--- config.mk ---
export PLATFORM = sky130hd
export DESIGN_NAME = sm4_req_scheduler_flat
export DESIGN_NICKNAME = d
export VERILOG_FILES = /design/src/rtl/sm4_encryptor_pkg.sv /design/src/rtl/sm4_req_scheduler_if.sv /design/src/rtl/sm4_tag_fifo.sv /design/src/rtl/sm4_req_scheduler.sv /design/src/flat_wrapper.sv
export SDC_FILE = /design/constraint.sdc
export NUM_CORES = 1
export LEC_CHECK = 0
export BUFFER_PORTS_ARGS = -buffer_cell sky130_fd_sc_hd__buf_2
export CAP_MARGIN = 20
export CORE_AREA = 3 3 604 606
export DETAILED_ROUTE_END_ITERATION = 10
export DIE_AREA = 0 0 607 609
export GPL_TIMING_DRIVEN = 0
export SLEW_MARGIN = 30
export SYNTH_ARGS = -nofsm -noshare
export SYNTH_HDL_FRONTEND = slang
export SYNTH_SLANG_ARGS = --single-unit
--- constraint.sdc ---
create_clock -name clk_i -period 3.4 [get_ports clk_i]
set_input_delay 0.17 -clock clk_i [delete_from_list [all_inputs] [get_ports clk_i]]
set_output_delay 0.17 -clock clk_i [all_outputs]
set_load 0.01 [all_outputs]
--- src/rtl/sm4_encryptor_pkg.sv ---
// Shared types and constants for the SM4 encryptor and its request scheduler.
//   group_size_p      : width of one plaintext/ciphertext/key group in bits
//   sm4_sched_state_e : scheduler FSM states (RUN, DRAIN, INVAL)
package sm4_encryptor_pkg;

    localparam int group_size_p = 128;

    typedef enum logic [1:0] {
        RUN   = 2'd0,
        DRAIN = 2'd1,
        INVAL = 2'd2
    } sm4_sched_state_e;

endpackage

--- src/rtl/sm4_req_scheduler_if.sv ---
// Requester-side bundle of the SM4 request scheduler.
// Request channel : req_v_i, req_content_i, req_key_i, req_decode_i -> req_ready_o
// Response channel: resp_v_o, resp_data_o <- resp_yumi_i
// The slave modport is the scheduler's view; master is the requesters' view.
interface sm4_req_scheduler_if #(
    parameter int num_req_p = 4
);

    logic [num_req_p-1:0]                                 req_v_i;
    logic [num_req_p*sm4_encryptor_pkg::group_size_p-1:0] req_content_i;
    logic [num_req_p*sm4_encryptor_pkg::group_size_p-1:0] req_key_i;
    logic [num_req_p-1:0]                                 req_decode_i;
    logic [num_req_p-1:0]                                 req_ready_o;
    logic [num_req_p-1:0]                                 resp_v_o;
    logic [sm4_encryptor_pkg::group_size_p-1:0]           resp_data_o;
    logic [num_req_p-1:0]                                 resp_yumi_i;

    modport slave (
        input  req_v_i,
        input  req_content_i,
        input  req_key_i,
        input  req_decode_i,
        output req_ready_o,
        output resp_v_o,
        output resp_data_o,
        input  resp_yumi_i
    );

    modport master (
        output req_v_i,
        output req_content_i,
        output req_key_i,
        output req_decode_i,
        input  req_ready_o,
        input  resp_v_o,
        input  resp_data_o,
        output resp_yumi_i
    );

endinterface

--- src/rtl/sm4_tag_fifo.sv ---
// In-order tag FIFO: remembers which requester issued each group in flight.
// Ports: clk_i, reset_i (sync, active-high), push_i/data_i (write),
//        pop_i (read advance), data_o (head), full_o, empty_o, count_o.
// A push while full or a pop while empty is ignored. depth_p must be a
// power of two so the pointers wrap by natural overflow.
module sm4_tag_fifo #(
    parameter int width_p = 2,
    parameter int depth_p = 4
) (
    input  logic                           clk_i,
    input  logic                           reset_i,
    input  logic                           push_i,
    input  logic [width_p-1:0]             data_i,
    input  logic                           pop_i,
    output logic [width_p-1:0]             data_o,
    output logic                           full_o,
    output logic                           empty_o,
    output logic [$clog2(depth_p+1)-1:0]   count_o
);

    localparam int ptr_w_lp = $clog2(depth_p);
    localparam int cnt_w_lp = $clog2(depth_p + 1);

    logic [width_p-1:0]  mem_r [depth_p];
    logic [ptr_w_lp-1:0] wr_ptr_r;
    logic [ptr_w_lp-1:0] rd_ptr_r;
    logic [cnt_w_lp-1:0] count_r;
    logic                push_ok_s;
    logic                pop_ok_s;

    assign full_o    = (count_r == cnt_w_lp'(depth_p));
    assign empty_o   = (count_r == {cnt_w_lp{1'b0}});
    assign push_ok_s = push_i & ~full_o;
    assign pop_ok_s  = pop_i & ~empty_o;
    assign data_o    = mem_r[rd_ptr_r];
    assign count_o   = count_r;

    // Pointer and occupancy bookkeeping; push+pop together leaves count unchanged
    always_ff @(posedge clk_i) begin
        if (reset_i) begin
            wr_ptr_r <= {ptr_w_lp{1'b0}};
            rd_ptr_r <= {ptr_w_lp{1'b0}};
            count_r  <= {cnt_w_lp{1'b0}};
        end else begin
            if (push_ok_s) begin
                wr_ptr_r <= wr_ptr_r + ptr_w_lp'(1);
            end
            if (pop_ok_s) begin
                rd_ptr_r <= rd_ptr_r + ptr_w_lp'(1);
            end
            case ({push_ok_s, pop_ok_s})
                2'b10:   count_r <= count_r + cnt_w_lp'(1);
                2'b01:   count_r <= count_r - cnt_w_lp'(1);
                default: count_r <= count_r;
            endcase
        end
    end

    // Tag storage; contents need no reset because count gates every read
    always_ff @(posedge clk_i) begin
        if (push_ok_s) begin
            mem_r[wr_ptr_r] <= data_i;
        end
    end

endmodule

--- src/rtl/sm4_req_scheduler.sv ---
// Shares one SM4 encryptor between num_req_p requesters.
// Ports: clk_i, reset_i (sync, active-high); req_if (requester request and
//        response channels); flush_i / flush_done_o (cache invalidation
//        sequencing); enc_* (encryptor handshake, data and invalidate);
//        outstanding_o (groups in flight); err_o (sticky protocol error).
// Requests are granted round-robin with zero latency straight onto the
// encryptor input. The issuing requester index is queued in a tag FIFO so
// in-order results can be steered back to it.
module sm4_req_scheduler
    import sm4_encryptor_pkg::*;
#(
    parameter int num_req_p = 4,
    parameter int max_out_p = 4
) (
    input  logic                             clk_i,
    input  logic                             reset_i,
    sm4_req_scheduler_if.slave               req_if,
    input  logic                             flush_i,
    output logic                             flush_done_o,
    output logic [group_size_p-1:0]          enc_content_o,
    output logic [group_size_p-1:0]          enc_key_o,
    output logic                             enc_decode_o,
    output logic                             enc_v_o,
    input  logic                             enc_ready_i,
    input  logic [group_size_p-1:0]          enc_crypt_i,
    input  logic                             enc_v_i,
    output logic                             enc_yumi_o,
    output logic                             enc_invalid_cache_o,
    output logic [$clog2(max_out_p+1)-1:0]   outstanding_o,
    output logic                             err_o
);

    localparam int idx_w_lp = $clog2(num_req_p);
    localparam int cnt_w_lp = $clog2(max_out_p + 1);

    sm4_sched_state_e        state_r;
    sm4_sched_state_e        state_n_s;
    logic [idx_w_lp-1:0]     rr_r;
    logic                    err_r;

    logic                    can_issue_s;
    logic                    found_s;
    int                      cand_s;
    logic [idx_w_lp-1:0]     cand_idx_s;
    logic [num_req_p-1:0]    grant_s;
    logic [idx_w_lp-1:0]     grant_idx_s;
    logic                    push_s;
    logic [group_size_p-1:0] content_s;
    logic [group_size_p-1:0] key_s;
    logic                    decode_s;

    logic [idx_w_lp-1:0]     head_s;
    logic                    full_s;
    logic                    empty_s;
    logic [cnt_w_lp-1:0]     count_s;
    logic [num_req_p-1:0]    resp_v_s;
    logic                    pop_s;
    logic                    bad_yumi_s;
    logic                    orphan_s;

    // A slot freed by a same-cycle pop is deliberately not reused
    assign can_issue_s = (state_r == RUN) && !full_s && enc_ready_i;

    // Round-robin pick: first valid requester at or above rr_r, with wrap
    always_comb begin
        grant_s     = {num_req_p{1'b0}};
        grant_idx_s = {idx_w_lp{1'b0}};
        found_s     = 1'b0;
        cand_s      = 0;
        cand_idx_s  = {idx_w_lp{1'b0}};
        for (int k = 0; k < num_req_p; k++) begin
            cand_s     = (int'(rr_r) + k >= num_req_p) ? (int'(rr_r) + k - num_req_p)
                                                       : (int'(rr_r) + k);
            cand_idx_s = idx_w_lp'(cand_s);
            if (can_issue_s && !found_s && req_if.req_v_i[cand_idx_s]) begin
                found_s                 = 1'b1;
                grant_s[cand_idx_s]     = 1'b1;
                grant_idx_s             = cand_idx_s;
            end else begin
                found_s                 = found_s;
            end
        end
    end

    assign push_s = |grant_s;

    // Encryptor input mux; AND-OR form yields zeros when nothing is granted
    always_comb begin
        content_s = {group_size_p{1'b0}};
        key_s     = {group_size_p{1'b0}};
        decode_s  = 1'b0;
        for (int r = 0; r < num_req_p; r++) begin
            content_s = content_s | (req_if.req_content_i[r*group_size_p +: group_size_p]
                                     & {group_size_p{grant_s[r]}});
            key_s     = key_s | (req_if.req_key_i[r*group_size_p +: group_size_p]
                                 & {group_size_p{grant_s[r]}});
            decode_s  = decode_s | (req_if.req_decode_i[r] & grant_s[r]);
        end
    end

    sm4_tag_fifo #(
        .width_p (idx_w_lp),
        .depth_p (max_out_p)
    ) tag_fifo (
        .clk_i   (clk_i),
        .reset_i (reset_i),
        .push_i  (push_s),
        .data_i  (grant_idx_s),
        .pop_i   (pop_s),
        .data_o  (head_s),
        .full_o  (full_s),
        .empty_o (empty_s),
        .count_o (count_s)
    );

    // Steer an encryptor result to the requester at the FIFO head
    always_comb begin
        resp_v_s = {num_req_p{1'b0}};
        if (enc_v_i && !empty_s) begin
            resp_v_s[head_s] = 1'b1;
        end else begin
            resp_v_s = {num_req_p{1'b0}};
        end
    end

    assign pop_s      = req_if.resp_yumi_i[head_s] & resp_v_s[head_s];
    assign bad_yumi_s = |(req_if.resp_yumi_i & ~resp_v_s);
    assign orphan_s   = enc_v_i & empty_s;

    // Flush sequencing: stop issue, wait for an empty FIFO, invalidate once
    always_comb begin
        state_n_s = state_r;
        case (state_r)
            RUN: begin
                if (flush_i) begin
                    state_n_s = DRAIN;
                end else begin
                    state_n_s = RUN;
                end
            end
            DRAIN: begin
                if (empty_s && !pop_s) begin
                    state_n_s = INVAL;
                end else begin
                    state_n_s = DRAIN;
                end
            end
            INVAL:   state_n_s = RUN;
            default: state_n_s = RUN;
        endcase
    end

    // State, round-robin pointer and sticky error registers
    always_ff @(posedge clk_i) begin
        if (reset_i) begin
            state_r <= RUN;
            rr_r    <= {idx_w_lp{1'b0}};
            err_r   <= 1'b0;
        end else begin
            state_r <= state_n_s;
            if (push_s) begin
                rr_r <= (grant_idx_s == idx_w_lp'(num_req_p - 1)) ? {idx_w_lp{1'b0}}
                                                                  : grant_idx_s + idx_w_lp'(1);
            end
            err_r <= err_r | bad_yumi_s | orphan_s;
        end
    end

    assign req_if.req_ready_o  = grant_s;
    assign req_if.resp_v_o     = resp_v_s;
    assign req_if.resp_data_o  = enc_crypt_i;

    assign enc_v_o             = push_s;
    assign enc_content_o       = content_s;
    assign enc_key_o           = key_s;
    assign enc_decode_o        = decode_s;
    assign enc_yumi_o          = pop_s;
    assign enc_invalid_cache_o = (state_r == INVAL);
    assign flush_done_o        = (state_r == INVAL);
    assign outstanding_o       = count_s;
    assign err_o               = err_r;

endmodule
--- src/flat_wrapper.sv ---
// flat-port wrapper written by rule: the top's interface ports become plain ports
module sm4_req_scheduler_flat import sm4_encryptor_pkg::*;
#(
    parameter int num_req_p = 4,
    parameter int max_out_p = 4
)
  (clk_i, reset_i, flush_i, flush_done_o, enc_content_o, enc_key_o, enc_decode_o, enc_v_o, enc_ready_i, enc_crypt_i, enc_v_i, enc_yumi_o, enc_invalid_cache_o, outstanding_o, err_o, req_if_req_v_i, req_if_req_content_i, req_if_req_key_i, req_if_req_decode_i, req_if_req_ready_o, req_if_resp_v_o, req_if_resp_data_o, req_if_resp_yumi_i);
  sm4_req_scheduler_if #(.num_req_p(num_req_p)) req_if_i ();
  input  logic clk_i;
  input  logic reset_i;
  input  logic flush_i;
  output logic flush_done_o;
  output logic [group_size_p-1:0] enc_content_o;
  output logic [group_size_p-1:0] enc_key_o;
  output logic enc_decode_o;
  output logic enc_v_o;
  input  logic enc_ready_i;
  input  logic [group_size_p-1:0] enc_crypt_i;
  input  logic enc_v_i;
  output logic enc_yumi_o;
  output logic enc_invalid_cache_o;
  output logic [$clog2(max_out_p+1)-1:0] outstanding_o;
  output logic err_o;
  input wire logic [$bits(req_if_i.req_v_i)-1:0] req_if_req_v_i;
  input wire logic [$bits(req_if_i.req_content_i)-1:0] req_if_req_content_i;
  input wire logic [$bits(req_if_i.req_key_i)-1:0] req_if_req_key_i;
  input wire logic [$bits(req_if_i.req_decode_i)-1:0] req_if_req_decode_i;
  output wire logic [$bits(req_if_i.req_ready_o)-1:0] req_if_req_ready_o;
  output wire logic [$bits(req_if_i.resp_v_o)-1:0] req_if_resp_v_o;
  output wire logic [$bits(req_if_i.resp_data_o)-1:0] req_if_resp_data_o;
  input wire logic [$bits(req_if_i.resp_yumi_i)-1:0] req_if_resp_yumi_i;
  assign req_if_i.req_v_i = req_if_req_v_i;
  assign req_if_i.req_content_i = req_if_req_content_i;
  assign req_if_i.req_key_i = req_if_req_key_i;
  assign req_if_i.req_decode_i = req_if_req_decode_i;
  assign req_if_req_ready_o = req_if_i.req_ready_o;
  assign req_if_resp_v_o = req_if_i.resp_v_o;
  assign req_if_resp_data_o = req_if_i.resp_data_o;
  assign req_if_i.resp_yumi_i = req_if_resp_yumi_i;
  sm4_req_scheduler #(.num_req_p(num_req_p), .max_out_p(max_out_p)) u_core (.clk_i(clk_i), .reset_i(reset_i), .req_if(req_if_i), .flush_i(flush_i), .flush_done_o(flush_done_o), .enc_content_o(enc_content_o), .enc_key_o(enc_key_o), .enc_decode_o(enc_decode_o), .enc_v_o(enc_v_o), .enc_ready_i(enc_ready_i), .enc_crypt_i(enc_crypt_i), .enc_v_i(enc_v_i), .enc_yumi_o(enc_yumi_o), .enc_invalid_cache_o(enc_invalid_cache_o), .outstanding_o(outstanding_o), .err_o(err_o));
endmodule
# After elaboration in Yosys (flattened, before gate mapping)
# Memories as Yosys holds them, arrays and structs flattened. A register that Yosys moved wholly into a read port is not among the register bits.
# Cells that the tools add are included.
# word_totals
input_bits,1169
wordCells,147
out_inout_bits,401
mem_bits_rw,8
mem_count,1
reg_bits,12
# classes
bitwise,34
muxes,47
reduce_logical,27
eq_ne,6
n_lt_le_gt_ge,14
addsub,12
# memory_table
name,depth,word_bits,rd,rd_clocked_by_memory_dff,wr,line_no,source
u_core.tag_fifo.mem_r,4,2,1,1,1,sm4_tag_fifo.sv:24,logic [width_p-1:0] mem_r [depth_p];
# ops
op,n
128-bit bitwise AND,8
128-bit bitwise OR,6
2-bit 2-to-1 mux,12
4-bit 2-to-1 mux,5
1-bit 2-to-1 mux,17
1-bit logical AND,16
2-bit by 3-bit less-than comparator with 1-bit output (second input constant),5
1-bit binary-select mux with 2-bit select,6
4-bit bitwise OR,3
1-bit demux with 2-bit select,5
2-bit by 1-bit greater-or-equal comparator with 1-bit output (second input constant),5
3-bit greater-or-equal comparator (second input constant),3
1-bit bitwise AND,8
4-bit OR reduction,2
2-bit by 1-bit subtractor with 2-bit output (second input constant),4
2-bit by 1-bit adder with 2-bit output (second input constant),3
2-bit by 2-bit adder with 3-bit output (second input constant),2
2-bit equality test (second input constant),3
1-bit zero test,6
3-bit case mux with 2 select lines,1
1-bit bitwise OR,5
4-bit bitwise AND,1
2-bit by 1-bit equality test with 1-bit output (second input constant),2
4-bit inverter,1
10 further kinds,11

# Depth between registers and ports, before layout
# Gate-level depths: netlist (run 1).
# logic_depth
depth_word,22
mapped_depth,14
mapped_depth_nobuf,12

# Cells and area by module
# Synthesis (run 1) repeated with hierarchy kept, for this count alone.
# hier_totals
hier_cells,1182
area_unflattened_um2,7842.5
# modules_own_cells
mod,instances,seq_area_each_um2,area_each_um2,cells_per_inst
sm4_req_scheduler,1,100.1,7071.8,1118
sm4_tag_fifo,1,420.4,770.7,64

# Worst setup path before layout (run 1)
# No wires, ideal clock.
# synth_timing
kind,reg2reg
from,reg (tool-made name)
to,reg u_core.tag_fifo.count_r[2] (netlist: u_core.tag_fifo.count_o[2])
path_stages_with_launch,15
n_path_buf,2
setup_ps,71
required_ps,3329
path_slack_ps,-185
synth_period_minus_slack_ps,3585
arrival_time_ps,3515
path_cell_list,dfxtp_1 buf_6 inv_1 ha_1 mux4_2 buf_2 or3b_1 a21oi_1 a211oi_2 ha_1 inv_1 fa_1 xor2_1 or3_1 a21oi_1
# synth_rtl
element,line_no,source
to (signal assigned),sm4_tag_fifo.sv:43,count_r <= {cnt_w_lp{1'b0}};
to (signal assigned),sm4_tag_fifo.sv:52,2'b10: count_r <= count_r + cnt_w_lp'(1);
to (signal assigned),sm4_tag_fifo.sv:53,2'b01: count_r <= count_r - cnt_w_lp'(1);
to (decl),sm4_tag_fifo.sv:27,logic [cnt_w_lp-1:0] count_r;

==> results of run 1 <==
worst paths after layout:
path                      from                          to  slack, ps
min reg2reg  u_core.state_r[1]           u_core.state_r[1]        460
max                  flip-flop           enc_content_o[35]       -390
min                    flush_i           u_core.state_r[0]        190
max reg2reg          flip-flop  u_core.tag_fifo.count_o[2]         90
cells by family after synthesis:
| logic type | Yosys count | share of synthesized area (%) |
|---|---|---|
| AOI/OAI and AO/OA | 559 | 63.3 |
| xor gates and xnor gates | 5 | 0.540 |
| muxes | 9 | 2.24 |
| DFF | 22 | 6.42 |
| adders and majority gates | 13 | 2.10 |
| buffers and inverters | 263 | 21.8 |
| and+or+nand+nor | 53 | 3.55 |
critical path: cells and delay by family (launching register included):
| kind | cells | cell delay, ps |
|---|---|---|
| AOI/OAI and AO/OA | 3 | 800 |
| adders and majority gates | 1 | 290 |
| buffers and inverters | 7 | 1180 |
| DFF | 1 | 370 |
| muxes | 1 | 330 |
| and+or+nand+nor | 2 | 270 |
final cells by class:
| cell class | instances | area (sq um) |
|---|---|---|
| Sequential cell | 22 | 528 |
| Antenna cell | 156 | 390 |
| Clock inverter | 1 | 30.0 |
| Inverter | 13 | 56.3 |
| Fill cell | 42310 | 332000 |
| Timing Repair Buffer | 1578 | 11400 |
| Clock buffer | 3 | 75.1 |
| Tap cell | 4773 | 5970 |
| Buffer | 234 | 2670 |
| Multi-Input combinational cell | 639 | 6480 |
synth_stat cells, types with 3 or more instances:
| library cell | number |
|---|---|
| ha_1 | 12 |
| a21o_1 | 4 |
| a221o_1 | 259 |
| dfxtp_1 | 14 |
| nor2_1 | 15 |
| edfxtp_1 | 8 |
| a21oi_1 | 15 |
| nor3_1 | 4 |
| buf_4 | 130 |
| a22o_1 | 260 |
| nor2b_1 | 9 |
| buf_6 | 31 |
| mux4_2 | 6 |
| buf_2 | 50 |
| xor2_1 | 3 |
| nand2_1 | 10 |
| clkbuf_1 | 37 |
| inv_1 | 12 |
| o21ai_0 | 8 |
through the flow:
stage	utilization, %	std cells	setup slack, ps
final	7.69	7419	-395
after global routing	7.62	7325	-443
after CTS	7.41	7255	-395
after detailed placement	5.96	7142	-2120
after global placement	5.93	7138	-3960
after floorplan	-	924	32.9
power by group through the flow:
stage / clock [W] / sequential [W] / combinational [W]
after CTS: 0.000345 / 0.000400 / 0.0240
after detailed placement: 0 / 0.000416 / 0.0181
after floorplan: 0 / 0.000402 / 0.00541
final: 0.000342 / 0.000401 / 0.0236
after global routing: 0.000357 / 0.000408 / 0.0246
after global placement: 0 / 0.000421 / 0.0181
metal layers:
| metal | routed length, um | GRT usage (%) |
|---|---|---|
| met2 | 173000 | 32.4 |
| met3 | 40100 | 8.55 |
| met1 | 124000 | 18.7 |
| met4 | 14300 | 4.48 |
| met5 | 743 | 0 |
repair_timing:
item,4_1_cts,5_1_grt
gates resized for setup,901,153
pin swaps,158,139
setup buffers,79,23
endpoints found under the setup margin,264,259
cloned,36,10
==> results.toml, run 1 <==
[outcome]
status = "finished, violations left"
violations = "setup timing"

[global_route]
antenna_found_initial = 441
grt-ovfl-total = 0
grt_max_degree = 14
grt_pass1_wl_mm = 384
grt_use_total_pct = 18.0
grt_pass1_vias = 17268

[cells_and_area]
area_growth_pct = 241
final_cell_mix = "1,227 x buf_2, 251 x a221o_1, 197 x buf_6, 192 x a22o_1, 166 x buf_4"
drive_above_1_share_pct = 76.9
mostFrequentLayoutCell = "buf_2"
nets = 3673
finalInstanceArea_sq_um = 27600

[detailed_routing]
drc = 0
ant_nets = 0
avgRoutedWirePerCell_um = 47.4
drt_iter0_markers = 1669
first_pass_iters = 5
wl_mm = 352
viasPerCell = 2.61
vias = 19396

[run]
maxCapViolations = 0

[clock_tree]
clock_path_buffers = 2
clock_latency_ps = 260
htree_levels = 1
cts_tree = "built"
hold_buffers = 0
clk_pin_slew_ps = 60
numCtsBuffers = 3
clock_sinks = 22
cts-root-buf = "clkbuf_16"

[floorplanning]
coreArea_sq_um = 359000
fp.dieW_um = 607
ioPinCount = 1570
num_rows = 220
start_util_pct = 2.25
die_area_sq_um = 370000
fp.dieH_um = 609

[setup_path]
crit_chain = "buf_8, clkinvlp_4, ha_4, mux4_2, nor2b_4, a221o_1, a22oi_2, nor2_4, clkbuf_16, buf_16, buf_16, bufbuf_16, a221o_1, buf_6"
end_kind = "output pin"
critPathMaxStageDelay_ps = 370
startpoint_type = "flip-flop"
ff2ff_path_depth = 14
cp.required_ps = 3230
crit_fanout = 5
cp_slowest_cell = "dfxtp_4"
critPathKind = "flip-flop to output pin"
crit_arrival_ps = 3620

[placement]
place_hpwl_mm = 323
port_buffers = 1441
gp_congestion = 0.933
place_area_sq_um = 21400

[yosys]
netlist_area_sq_um = 8100
yosysSeqAreaShare_pct = 6.42
synth_edf_count = 8
synthesis.nets = 2106
synth_largest_area_cell = "a221o_1"
synth_warnings = 0
postSynthCellCount = 924
synth.distinct_cells = 47
syn_area_per_cell_sq_um = 8.77
synthFlopType = "dfxtp_1"
synth.top_cell.area_share_pct = 32.0
ys_async_sr_fraction_pct = 0
yosys-top-cells-area = "a221o_1 32%, a22o_1 28%, buf_4 12%"
ys_seq_elements = 22

[pwr]
p_clk_share_pct = 1.4
power_w = 0.0243
seq_power_share_pct = 1.6
switchingPower_w = 0.0144
p_comb_share_pct = 97.0
sw_frac_of_total_pct = 59.2
internal_power_w = 0.00994
worst_ir_drop_vdd_mv = 0.499
p_per_area_nw_per_um2 = 881
p_leak_nw = 11.7

[sta]
timing.final.crit_share_pct = 112
totalNegativeSetupSlack_ps = -52730
finalSetupViolations = 248
finalClockSkew_ps = 2.79
slew_headroom_pct = 56.3
rsz0062_at_grt = "true"
fmax_mhz = 264
hold_violations = 0
fin_crit_ps = 3790
worstMarginPinSlew_ps = 656
setup_ws_ps = -395
drv_slew = 0
holdWs_ps = 187

[hold_path]
hp-class = "input port to flip-flop"
min_path_cells = 3
No activity file was read; power rests on OpenSTA's default activity.
==> run 2, diff against run 1 <==
--- a/config.mk
+++ b/config.mk
@@ -7,9 +7,9 @@
 export LEC_CHECK = 0
 export BUFFER_PORTS_ARGS = -buffer_cell sky130_fd_sc_hd__buf_2
 export CAP_MARGIN = 20
-export CORE_AREA = 3 3 604 606
+export CORE_AREA = 2 2 603 605
 export DETAILED_ROUTE_END_ITERATION = 10
-export DIE_AREA = 0 0 607 609
+export DIE_AREA = 0 0 605 607
 export GPL_TIMING_DRIVEN = 0
 export SLEW_MARGIN = 30
 export SYNTH_ARGS = -nofsm -noshare
==> run 2 against run 1 <==
Against the previous run: clock power shrank 3%; critical path depth grew 2; combinational power shrank 9.7%; first-iteration DRC count grew 39%; critical endpoint is now enc_content_o[81]; largest cell class unchanged; clock-buffer cell count is the same; wire length grew 2.4%; flip-flop and latch count is the same; fmax grew 4.0%; sequential power is essentially flat; the flow still finishes with violations (setup timing).
==> results.toml, run 2 (synthesized netlist as in run 1, its figures left out) <==
[pwr]
p_leak_nw = 11.3
worst_ir_drop_vdd_mv = 0.308
p_per_area_nw_per_um2 = 831
power_w = 0.0220

[detailed_routing]
avgRoutedWirePerCell_um = 48.5
drc = 0
wl_mm = 360
ant_nets = 0
drt_iter0_markers = 2318
viasPerCell = 2.71
first_pass_iters = 10
vias = 20112

[setup_path]
rr_endpoint = "u_core.tag_fifo.count_o[2]"
critPathKind = "flip-flop to output pin"
startpoint_type = "flip-flop"
cp.required_ps = 3230
crit_fanout = 10
crit_arrival_ps = 3480
ff2ff_setup_slack_ps = 160
ff2ff_path_depth = 15
end_kind = "output pin"

[clock_tree]
cts_tree = "built"
clk_pin_slew_ps = 60
numCtsBuffers = 3
cts-root-buf = "clkbuf_16"
hold_buffers = 0
clock_path_buffers = 2
htree_levels = 1
clock_sinks = 22
clock_latency_ps = 250

[placement]
dp_slack_ps = -1600
port_buffers = 1441
place_area_sq_um = 21500
gp_congestion = 1.13
place_hpwl_mm = 338
placed_cells_incl_taps = 7163

[global_route]
grt-ovfl-total = 0
grt_max_degree = 14
antenna_found_initial = 561
grt_use_total_pct = 18.5
grt_pass1_vias = 16568
grt_pass1_wl_mm = 388

[sta]
worstMarginPinSlew_ps = 577
fin_crit_ps = 3650
finalSetupViolations = 249
hold_violations = 0
setup_ws_ps = -249
drv_slew = 0
finalClockSkew_ps = 4.61
slew_headroom_pct = 61.5
timing.final.crit_share_pct = 107
rsz0062_at_grt = "true"
fmax_mhz = 274

[cells_and_area]
drive_above_1_share_pct = 77.9
layoutNonFillerInstCount = 7423
nets = 3617
area_growth_pct = 227
finalInstanceArea_sq_um = 26500
mostFrequentLayoutCell = "buf_2"
fin_util_pct = 7.34
final_cell_mix = "1,249 x buf_2, 258 x a221o_1, 180 x buf_4, 175 x buf_6, 148 x a22o_1"

[floorplanning]
start_util_pct = 2.25
num_rows = 221
fp.dieH_um = 607
coreArea_sq_um = 361000
die_area_sq_um = 367000
ioPinCount = 1570
fp.dieW_um = 605

[hold_path]
min_path_cells = 3
hp-class = "input port to flip-flop"
whs_endpoint = "u_core.state_r[0]"
min_from = "flush_i"

[outcome]
status = "finished, violations left"
violations = "setup timing"

[run]
maxCapViolations = 0
-- run 2: worst max path at each step --
stage	slack (ps)	cells past startpoint	end
final	-250	16	enc_content_o[81]
after global routing	-270	13	enc_content_o[78]
after floorplan	30	14	u_core.tag_fifo.count_o[2]
after detailed placement	-1600	12	enc_content_o[67]
after global placement	-3090	12	enc_content_o[67]
after CTS	-190	15	enc_content_o[39]
-- run 2: per-stage QoR --
| step | setup TNS (ps) | hold WS (ps) |
|---|---|---|
| finish | -27820 | 204 |
| global route | -43580 | 205 |
| CTS | -25300 | 195 |
| detailed placement | -254740 | 461 |
| global placement | -505140 | 447 |
| floorplan | 0 | 249 |
-- run 2: cell type report --
type / instances / area, sq um
Fill cell: 42457 / 334000
Timing Repair Buffer: 1509 / 9940
Multi-Input combinational cell: 639 / 6820
Tap cell: 4794 / 6000
Buffer: 247 / 2530
Sequential cell: 22 / 528
Antenna cell: 195 / 488
Clock buffer: 3 / 75.1
Inverter: 13 / 57.6
Clock inverter: 1 / 30.0
-- run 2: what timing repair did --
action	in CTS	in global routing
cloned	14	11
resized for setup	727	221
setup endpoints to repair	263	258
buffers inserted	33	8
pin swaps	94	106
-- run 2: where the power goes --
group	switching, W	leakage (nW)	internal (W)	total, W
registers	0.0000497	0.190	0.000349	0.000398
clock network	0.0000991	0.0523	0.000234	0.000333
logic	0.0132	11.1	0.00812	0.0213
total	0.0133	11.3	0.00870	0.0220
-- run 2: metal layers --
| layer | GRT usage, % | part of all wire [%] | wire length, um |
|---|---|---|---|
| met4 | 4.81 | 4.5 | 16200 |
| met5 | 0 | 0.52 | 1870 |
| met2 | 33.2 | 49 | 176000 |
| met1 | 18.0 | 32 | 117000 |
| met3 | 10.9 | 14 | 49400 |
-- run 2: worst max-delay path, cell delays in order, from the launching register on --
cell	delay, ps
dfxtp_4	360
buf_8	110
inv_6	40
ha_4	280
mux4_2	360
buf_6	170
nand2_2	60
o21ai_1	50
a22o_1	260
buf_12	160
buf_16	150
buf_16	160
buf_12	160
buf_8	140
a22o_1	250
a221o_1	310
buf_6	150
==> run 3, diff against run 2 <==
==> constraint.sdc (replaced) <==
create_clock -name clk_i -period 3 [get_ports clk_i]
set_input_delay 0.15 -clock clk_i [delete_from_list [all_inputs] [get_ports clk_i]]
set_output_delay 0.15 -clock clk_i [all_outputs]
set_load 0.01 [all_outputs]
==> run 3 against run 2 <==
Against the previous run: the flow still finishes with violations (setup timing); clock-buffer cell count unchanged; first-iteration DRC count decreased by 5.1%; cell count decreased by 0.32%; non-clock buffer count increased by 29; sequential power increased by 15%; cell area increased by 2.3%; die area unchanged; highest routed layer unchanged.
==> results.toml, run 3 (synthesized netlist as in run 1, its figures left out) <==
[hold_path]
min_path_cells = 2
hp-class = "input port to flip-flop"
min_from = "reset_i"
whs_endpoint = "u_core.state_r[1]"

[detailed_routing]
first_pass_iters = 6
drt_iter0_markers = 2199
vias = 19860
viasPerCell = 2.68
ant_nets = 0
drc = 0
avgRoutedWirePerCell_um = 45.7
wl_mm = 338

[cells_and_area]
fillCellCount = 42462
mostFrequentLayoutCell = "buf_2"
nets = 3646
drive_above_1_share_pct = 77.5
finalInstanceArea_sq_um = 27100
area_growth_pct = 234
final_cell_mix = "1,234 x buf_2, 255 x a221o_1, 187 x buf_6, 175 x buf_4, 168 x a22o_1"

[global_route]
grt_busiest_layer = "met2"
met3_usage_pct = 9.92
grt_use_met2_pct = 30.0
antenna_found_initial = 489
grt_use_total_pct = 17.3
met1_usage_pct = 17.7
grt_max_degree = 14
grt-ovfl-total = 0
grt_pass1_vias = 16530
grt_pass1_wl_mm = 363

[sta]
setup_ws_ps = -636
fin_crit_ps = 3640
rsz0062_at_grt = "true"
slew_headroom_pct = 65.6
fmax_mhz = 275
hold_violations = 0
drv_slew = 0
finalClockSkew_ps = 1.86
finalSetupViolations = 263
worstMarginPinSlew_ps = 516
holdWs_ps = 148
timing.final.crit_share_pct = 121

[floorplanning]
fp.dieH_um = 607
fp.dieW_um = 605
die_area_sq_um = 367000
ioPinCount = 1570
coreArea_sq_um = 361000
num_rows = 221
start_util_pct = 2.25

[clock_tree]
numCtsBuffers = 3
clock_sinks = 22
clk_pin_slew_ps = 60
clock_path_buffers = 2
clock_latency_ps = 260
cts_tree = "built"
cts-root-buf = "clkbuf_16"
htree_levels = 1
hold_buffers = 0

[setup_path]
crit_fanout = 7
ff2ff_path_depth = 14
ff2ff_setup_slack_ps = -220
critPathMaxStageDelay_ps = 430
critPathKind = "flip-flop to output pin"
cp.required_ps = 2850
cp_slowest_cell = "a221o_2"
crit_arrival_ps = 3490
end_kind = "output pin"
rr_endpoint = "u_core.tag_fifo.count_o[2]"
startpoint_type = "flip-flop"
crit_chain = "buf_8, inv_8, ha_4, mux4_2, nor2b_4, a22o_1, a21o_1, buf_12, buf_16, buf_16, buf_12, a22o_1, a221o_2, buf_6"

[pwr]
worst_ir_drop_vdd_mv = 0.409
power_w = 0.0260
p_leak_nw = 11.5
p_per_area_nw_per_um2 = 960

[placement]
gp_congestion = 0.958
port_buffers = 1441
place_area_sq_um = 21500
place_hpwl_mm = 313

[outcome]
status = "finished, violations left"
violations = "setup timing"

[run]
maxCapViolations = 0
## run 3: cell types whose count changed in the layout (fill, tap and decap cells not counted), sizes merged
| cell | previous run | this run |
|---|---|---|
| diode | 195 | 142 |
| inv | 12 | 13 |
| clkinvlp | 1 | 0 |
| clkbuf | 42 | 47 |
| buf | 1717 | 1741 |
## run 3: metal layers
| layer | wire, um | up-vias |
|---|---|---|
| li1 | - | 7212 |
| met1 | 114000 | 9075 |
| met2 | 160000 | 2332 |
| met3 | 48000 | 1033 |
| met4 | 14800 | 208 |
| met5 | 1440 | - |
## run 3: stage by stage
stage	util, %	setup slack [ps]	TNS (ps)	instances
after global placement	5.92	-4080	-728520	7159
after CTS	6.94	-623	-130730	7216
after global routing	7.46	-667	-143340	7343
final	7.50	-636	-126570	7399
after floorplan	-	-145	-158	924
after detailed placement	5.97	-1730	-324440	7165
## run 3: timing repair
action / in CTS / in global routing
pin swaps: 61 / 85
gates cloned: 16 / 19
buffers inserted: 36 / 31
endpoints found under the setup margin: 263 / 264
hold endpoints to repair: 0 / 0
gates resized for setup: 721 / 303
## run 3: how the worst max path moves through the flow
stage / endpoint / slack, ps / cells past startpoint
finish: enc_content_o[59] / -640 / 14
global route: enc_content_o[59] / -670 / 14
CTS: enc_content_o[59] / -620 / 14
detailed placement: enc_key_o[102] / -1730 / 11
global placement: enc_content_o[14] / -4080 / 11
floorplan: u_core.tag_fifo.count_o[2] / -140 / 14
## run 3: layout make-up
| type | count | area [sq um] | area share, % |
|---|---|---|---|
| Antenna cell | 142 | 355 | 1.31 |
| Sequential cell | 22 | 528 | 1.95 |
| Clock buffer | 3 | 75.1 | 0.277 |
| Timing Repair Buffer | 1545 | 10700 | 39.5 |
| Clock inverter | 1 | 30.0 | 0.111 |
| Buffer | 240 | 2670 | 9.86 |
| Tap cell | 4794 | 6000 | 22.2 |
| Multi-Input combinational cell | 639 | 6680 | 24.7 |
| Inverter | 13 | 56.3 | 0.208 |
## run 3: power breakdown
group	internal [W]	total (W)	switching [W]
Sequential	0.000395	0.000458	0.0000627
Combinational	0.00984	0.0251	0.0153
Clock	0.000265	0.000376	0.000111
Total	0.0105	0.0260	0.0155
## run 3: critical path, delay by kind of cell (launching register included)
| kind | cells | cell delay [ps] |
|---|---|---|
| multiplexers | 1 | 310 |
| AND/OR/NAND/NOR | 1 | 170 |
| adder cells (fa/ha/maj) | 1 | 260 |
| buffers and inverters | 7 | 1020 |
| flip-flops | 1 | 380 |
| AO/OA/AOI/OAI | 4 | 1020 |
